`config.mk`:
```
export PLATFORM = sky130hd
export DESIGN_NAME = reg_file_2r1w
export DESIGN_NICKNAME = d
export VERILOG_FILES = /design/src/rtl/rf_pkg.sv /design/src/rtl/dff_word.sv /design/src/rtl/reg_file_2r1w.sv
export SDC_FILE = /design/constraint.sdc
export NUM_CORES = 2
export LEC_CHECK = 0
export ABC_AREA = 1
export CORE_MARGIN = 4
export CORE_UTILIZATION = 29
export CTS_CLUSTER_DIAMETER = 50
export CTS_CLUSTER_SIZE = 40
export DETAILED_ROUTE_END_ITERATION = 16
export PLACE_DENSITY = 0.49
export RECOVER_POWER = 25
export SYNTH_ARGS = -nofsm -noshare
export SYNTH_HDL_FRONTEND = slang
export SYNTH_SLANG_ARGS = --single-unit
```
`constraint.sdc`:
```
create_clock -name clk -period 1.9 [get_ports clk]
set_input_delay 0.38 -clock clk [delete_from_list [all_inputs] [get_ports clk]]
set_output_delay 0.38 -clock clk [all_outputs]
set_load 0.02 [all_outputs]
```
`src/rtl/rf_pkg.sv`:
```
// Shared types and sizing for the RISC core register file.
package rf_pkg;

    localparam int DATA_W = 32;
    localparam int NREGS  = 32;
    localparam int AW     = $clog2(NREGS);

    typedef logic [DATA_W-1:0] reg_word_t;
    typedef logic [AW-1:0]     reg_addr_t;

    localparam reg_addr_t ZERO_REG = '0;

endpackage

```
`src/rtl/dff_word.sv`:
```
// One register-file word: enabled D flops with asynchronous active-low clear.
module dff_word
    import rf_pkg::*;
(
    input  logic      clk,
    input  logic      reset,
    input  logic      en,
    input  reg_word_t d,
    output reg_word_t q
);

    // NOTE: these words are flops, not an SRAM, so they can and must take the async clear.
    always_ff @(posedge clk or negedge reset) begin
        if (!reset) begin
            q <= '0;
        end else if (en) begin
            // NOTE: sequential state uses non-blocking assignment so all flops update together.
            q <= d;
        end
    end

endmodule

```
`src/rtl/reg_file_2r1w.sv`:
```
// 32x32 register file: two combinational read ports with write bypass,
// one enabled write port, and a per-register busy scoreboard for pending loads.
module reg_file_2r1w
    import rf_pkg::*;
(
    input  logic      clk,
    input  logic      reset,
    input  reg_addr_t rd_addr_a,
    input  reg_addr_t rd_addr_b,
    output reg_word_t rd_data_a,
    output reg_word_t rd_data_b,
    output logic      rd_busy_a,
    output logic      rd_busy_b,
    input  logic      wr_en,
    input  reg_addr_t wr_addr,
    input  reg_word_t wr_data,
    input  logic      set_busy,
    input  reg_addr_t busy_addr
);

    reg_word_t        words [NREGS];
    logic [NREGS-1:0] busy;
    logic [NREGS-1:0] busy_nxt;
    logic             wr_live;
    logic             byp_a;
    logic             byp_b;

    assign words[0] = '0;

    genvar i;
    generate
        for (i = 1; i < NREGS; i++) begin : g_word
            dff_word u_word (
                .clk   (clk),
                .reset (reset),
                .en    (wr_en && (wr_addr == reg_addr_t'(i))),
                .d     (wr_data),
                .q     (words[i])
            );
        end
    endgenerate

    always_comb begin
        // NOTE: start from the current value so every path assigns busy_nxt and no latch is inferred.
        busy_nxt = busy;
        if (wr_en) begin
            busy_nxt[wr_addr] = 1'b0;
        end
        // Applied after the clear: a new load supersedes a completing write to the same register.
        if (set_busy) begin
            busy_nxt[busy_addr] = 1'b1;
        end
        busy_nxt[ZERO_REG] = 1'b0;
    end

    always_ff @(posedge clk or negedge reset) begin
        if (!reset) begin
            busy <= '0;
        end else begin
            busy <= busy_nxt;
        end
    end

    // Bypass is gated by reset so the read ports show 0 while the file is being cleared.
    assign wr_live = reset && wr_en && (wr_addr != ZERO_REG);
    assign byp_a   = wr_live && (wr_addr == rd_addr_a);
    assign byp_b   = wr_live && (wr_addr == rd_addr_b);

    assign rd_data_a = byp_a ? wr_data : words[rd_addr_a];
    assign rd_data_b = byp_b ? wr_data : words[rd_addr_b];
    assign rd_busy_a = busy[rd_addr_a] && !byp_a;
    assign rd_busy_b = busy[rd_addr_b] && !byp_b;

endmodule

```
Word level (Yosys, flattened, before mapping):

Cells that the tools add are included.
W data, S select, Z words.

* register bits after elaboration: 1023
* bits of input ports: 56
* output and inout bits: 66
* logic and storage cells: 138

* order comparisons: 8
* equality and inequality tests: 33
* mux-type cells: 18
* bitwise logic cells: 5
* reductions and logical operators: 42

Operators with widths (count)
* $bmux W32 S5: 2
* $mux W32: 8
* $eq A5 B5 Y1 const B: 16
* $eq A5 B4 Y1 const B: 8
* $logic_and A1 B1 Y1: 39
* $and A32 B32 Y32: 1
* $not A32 Y32: 1
* $or A32 B32 Y32: 1
* $lt A5 B6 Y1 const B: 4
* $eq A5 B3 Y1 const B: 4
* $ge A6 B6 Y1 const B: 2
* $not A5 Y6: 2
* $bmux W1 S5: 2
* $demux W1 S5: 2
* $eq A5 B2 Y1 const B: 2
* $eq A5 B5 Y1: 2
* $ge A5 B1 Y1 const B: 2
* $eq A5 B1 Y1 const B: 1
* $reduce_bool A5 Y1: 1
* $mux W1: 4
* $logic_not A1 Y1: 2

Depth between registers and ports, before layout:

* depth after elaboration: 9
* depth in mapped cells: 12
* depth with buffers taken out: 9

Cells and area by module:

Synthesis repeated with hierarchy kept, for this count alone.

* cell total of the unflattened synthesis: 10054
* area, all modules: 66128.4 µm²

Modules (own cells, without submodules)
* dff_word: times used 31, cells an instance 136, area each 1292.5 µm², sequential area each 800.8 µm²
* reg_file_2r1w: times used 1, cells an instance 5838, area each 26061.2 µm², sequential area each 775.7 µm²

Worst setup path after synthesis:

No wires, ideal clock.

* path kind: input -> output
* start point: input rd_addr_a[0]
* end point: output rd_busy_a
* arrival: 1.590 ns
* required time: 1.520 ns
* slack: -0.070 ns
* cell stages on the path: 9
* buffers on the path: 3
* cell sequence: buf_4 -> buf_2 -> clkbuf_1 -> o211ai_1 -> nand3_1 -> nand3_1 -> nand2_1 -> nor2_1 -> nor2_1

* longest elaborated chain between the ends: 4
* elaborated cells between the ends (all ways): 6
* classes of those cells: eq/ne (1); mux (2); reduce/logical (3)

RTL lines
* start: declaration: RTL line reg_file_2r1w.sv:8 `input reg_addr_t rd_addr_a,`
* branches (longest 3 deep; another with $bmux W1 S5)
* $logic_and A1 B1 Y1 (*): RTL line reg_file_2r1w.sv:71 `assign rd_busy_a = busy[rd_addr_a] && !byp_a;`
* end: declaration: RTL line reg_file_2r1w.sv:12 `output logic rd_busy_a,`

Mark *: on every way between the ends. The select of a mux whose other input is x is not followed.

Worst setup path after layout:

* start point: input wr_en
* end point: output rd_data_b[26]

* longest elaborated chain between the ends: 4

RTL lines
* start: declaration: RTL line reg_file_2r1w.sv:14 `input logic wr_en,`
* $logic_and A1 B1 Y1 (2 in series): RTL line reg_file_2r1w.sv:65 `assign wr_live = reset && wr_en && (wr_addr != ZERO_REG);`
* $logic_and A1 B1 Y1: RTL line reg_file_2r1w.sv:67 `assign byp_b = wr_live && (wr_addr == rd_addr_b);`
* $mux W32: RTL line reg_file_2r1w.sv:70 `assign rd_data_b = byp_b ? wr_data : words[rd_addr_b];`
* end: declaration: RTL line reg_file_2r1w.sv:11 `output reg_word_t rd_data_b,`

No other way between the ends.

==> reports/results.txt <==
Result of the run: finished with violations
Violations in the final reports: setup timing
Count of final max-slew check failures: 0
Cell type with the highest occurrence count on the critical path: sky130_fd_sc_hd__nand2_8
Delay of the slowest critical-path stage: 0.58 ns
Hold Worst Slack: 0.3946 ns
Worst setup path category: primary input to primary output
Cell area after synthesis: 0.06108 mm2
Data arrival time of the critical path: 2.16 ns
Final weighted congestion in routability-driven placement: 0.8899
Count of warnings emitted by yosys: 0
Max Cap Violations: 0
Layer carrying the most global-route usage: met2
First-pass GRT wire length: 420.8 mm
Number of remaining DRC errors: 0
Slowest-stage cell, CP: sky130_fd_sc_hd__dlygate4sd3_1
Clock transition time at the flip-flop clock pins of the worst setup and hold paths: 0.05 ns
Pwr dens: 966.8 mW/mm2
Leak Pwr: 39.17 nW
Met2 global-route usage: 39.96%
Die W: 467.0 um
Setup repair after global routing missed its margin: yes
Highest-count cells in the layout ignoring fill and taps: sky130_fd_sc_hd__nand2_1, sky130_fd_sc_hd__nand3_1, sky130_fd_sc_hd__dfrtp_1, sky130_fd_sc_hd__o21ai_0, sky130_fd_sc_hd__buf_4
Worst EP required: 1.52 ns
Share of final-layout standard cells stronger than drive strength 1: 27.45%
Core Box Area: 0.2096 mm2
DR iter-0 viols: 7105
Mean cell area of the mapped netlist: 6.662 um2
Achievable Freq: 393.8 MHz
Post-route standard cell area excluding fillers: 0.08410 mm2
TritonCTS sink count: 1023
Hold Violations, Final: 0
PnR worst setup slack: -0.6391 ns
Placed Area: 0.07344 mm2
Height of the chip: 467.0 um
Maximum number of pins on one net before global-route repair: 132
Type of the worst min-delay path: primary input to flip-flop
Peak supply drop: 1.029 mV
Overflow after GRT: 0
Nature of the critical path endpoint: primary output
Via density per instance: 5.179
Area growth from synthesis to layout: 37.68%
Via count: 65920
Area of the die: 0.2180 mm2
FF-to-FF End: g_word[4].u_word.q[17]$_DFFE_PN0P_
Total CTS buffers: 139
Initial core utilization: 29.15%
Post-route clock period utilization: 133.6%
Cell at the root of the clock tree: sky130_fd_sc_hd__clkbuf_16
Setup-failing EPs final: 855
Max-Slew Margin vs Limit: 30.75%
Total number of placement rows: 168
Reg-to-Reg Start: g_word[4].u_word.q[17]$_DFFE_PN0P_
Maximum count of clock buffers along a single path: 3
Layout Nets: 9861
#FFs+latches synth: 1023
Final worst path period need: 2.539 ns
Initial antenna violation count: 4
Number of top-level pins: 122
Critical-path maximum fanout: 6
Setup crit start: wr_en
Worst Path Buf+Inv: 5
Depth of the critical timing path with buffers and inverters included: 9
Gate count of the mapped netlist: 9169
FF+latch area: 0.02560 mm2
Critical path, cell by cell: dlygate4sd3_1 -> nand3_1 -> clkinv_2 -> buf_4 -> nand2_8 -> buf_6 -> nand3_4 -> nand2_8 -> buf_8
Placed instance count: 12360
Global routing usage summed across all routing layers: 25.51%
Port Buf Inserts: 121
Worst R2R Path Depth: 4
Vias in the first global route: 63010
Number of nets still failing antenna checks after routing: 0
Number of levels in the clock H-tree: 4
Net count after synthesis: 9225
Hpwl dp: 187.7 mm
Distinct cells, synth: 27
Clock tree from TritonCTS: yes
Tot Pwr: 81.30 mW
Met1 Track Usage GR: 33.72%
Layout filler cell count: 21470
Count of placed standard cells in the final layout, fillers left out: 12730
Cell type group with the largest total delay on the critical path: buffers and inverters
Multi-input gate area in the final layout: 0.03262 mm2
Drt first pass iters: 8
Worst-Skew Late Latency: 0.79 ns
Clock skew: 0 ns
Global Route met3 Usage: 4.984%
Critical path launch point type: primary input
End point of the critical path: rd_data_b[26]
WL per Instance: 22.56 um
Utilization after layout: 40.13%
Commonest non-fill, non-tap cell in the layout: sky130_fd_sc_hd__nand2_1
Portion of the post-synthesis area used by sequential elements: 41.91%
Slew of the pin with the lowest slew margin: 1.039 ns
Register-to-register setup slack: 0.99 ns
Total length of routed wires: 287.2 mm
worst min path at each step:
stage / cells after the start / to / slack, ns / startpoint
after floorplan: 0 / busy[10]$_DFF_PN0_ / 0.08 / reset
after global placement: 2 / busy[16]$_DFF_PN0_ / 0.48 / busy[16]$_DFF_PN0_
after detailed placement: 2 / g_word[1].u_word.q[3]$_DFFE_PN0P_ / 0.49 / g_word[1].u_word.q[3]$_DFFE_PN0P_
after CTS: 4 / g_word[29].u_word.q[30]$_DFFE_PN0P_ / 0.36 / wr_data[30]
after global routing: 4 / g_word[29].u_word.q[30]$_DFFE_PN0P_ / 0.37 / wr_data[30]
final: 4 / g_word[29].u_word.q[30]$_DFFE_PN0P_ / 0.39 / wr_data[30]
through the flow:
step	worst slack (ns)	setup TNS [ns]
finish	-0.6391	-147.63
global route	-0.7286	-251.03
floorplan	0.004235	0
detailed placement	-1.243	-564.64
CTS	-0.6995	-37.08
global placement	-1.250	-559.55
synthesized netlist by cell type:
master                        n  share of area, %
sky130_fd_sc_hd__nor2_2       8             0.082
sky130_fd_sc_hd__inv_2       19              0.12
sky130_fd_sc_hd__buf_4       62              0.76
sky130_fd_sc_hd__xor2_1       6             0.086
sky130_fd_sc_hd__o21ai_1     61              0.50
sky130_fd_sc_hd__nor3_2       1             0.016
sky130_fd_sc_hd__dfrtp_1   1023                42
sky130_fd_sc_hd__buf_6       21              0.39
sky130_fd_sc_hd__nand3_1   1907                16
sky130_fd_sc_hd__o21ai_0    940               7.7
sky130_fd_sc_hd__nor2_1     163               1.0
sky130_fd_sc_hd__o21ai_2      9              0.13
sky130_fd_sc_hd__buf_2      373               3.1
sky130_fd_sc_hd__inv_1      909               5.6
sky130_fd_sc_hd__clkbuf_2     6             0.049
sky130_fd_sc_hd__buf_1       59              0.36
sky130_fd_sc_hd__clkbuf_4    10              0.12
sky130_fd_sc_hd__o22ai_1     21              0.22
sky130_fd_sc_hd__clkbuf_8     1             0.023
sky130_fd_sc_hd__nand2_1   3291                20
sky130_fd_sc_hd__nand2_4      1             0.018
sky130_fd_sc_hd__nor2_4       8              0.15
sky130_fd_sc_hd__clkbuf_1   239               1.5
sky130_fd_sc_hd__a21oi_1      6             0.049
sky130_fd_sc_hd__nand2_2      2             0.020
sky130_fd_sc_hd__nor2_8       3             0.098
sky130_fd_sc_hd__o211ai_1    20              0.25
kinds of logic after synthesis:
family	Yosys count	share of synthesized area, %
and+or+nand+nor	5384	37.23
buffers and inverters	1699	11.93
AOI/OAI and AO/OA	1057	8.840
DFF	1023	41.91
xor gates and xnor gates	6	0.08603
per-layer routing:
layer	vias to the layer above	share of wire, %
met1	31830	42
met4	0	5.5
li1	30440	-
met2	2982	44
met3	668	8.5
met5	-	0
power by group:
part / leakage [nW] / switching, mW / total [mW] / internal, mW
clock: 2.38 / 11.4 / 28.4 / 17.0
combinational: 25.0 / 14.1 / 24.2 / 10.0
sequential: 11.8 / 1.96 / 28.7 / 26.7
total: 39.2 / 27.5 / 81.3 / 53.8
state kept, by name (all words and copies together) (netlist names):
register,count
busy,31
g_word.u_word.q,992
repair_timing:
action	CTS	global route
hold buffers	1	0
gates resized for setup	1288	543
hold endpoints to repair	54	0
endpoints found under the setup margin	66	129
pin swaps	360	331
gates cloned	7	10
buffers inserted	44	59
worst register-to-register path: cells and delay by family, from the launching register on:
kind                   cells  cell delay, ns
AND/OR/NAND/NOR            1            0.05
flip-flops                 1            0.40
AO/OA/AOI/OAI              1            0.08
buffers and inverters      2            0.26
layout make-up:
| cell class | count | area share [%] |
|---|---|---|
| multi-input combinational | 6447 | 38.78 |
| sequential | 1023 | 30.44 |
| timing repair buffer | 1266 | 16.51 |
| clock buffer | 170 | 4.514 |
| inverter | 928 | 4.230 |
| tap | 2805 | 4.173 |
| clock inverter | 84 | 1.333 |
| antenna | 4 | 0.01190 |
No activity file was read; power rests on OpenSTA's default activity.
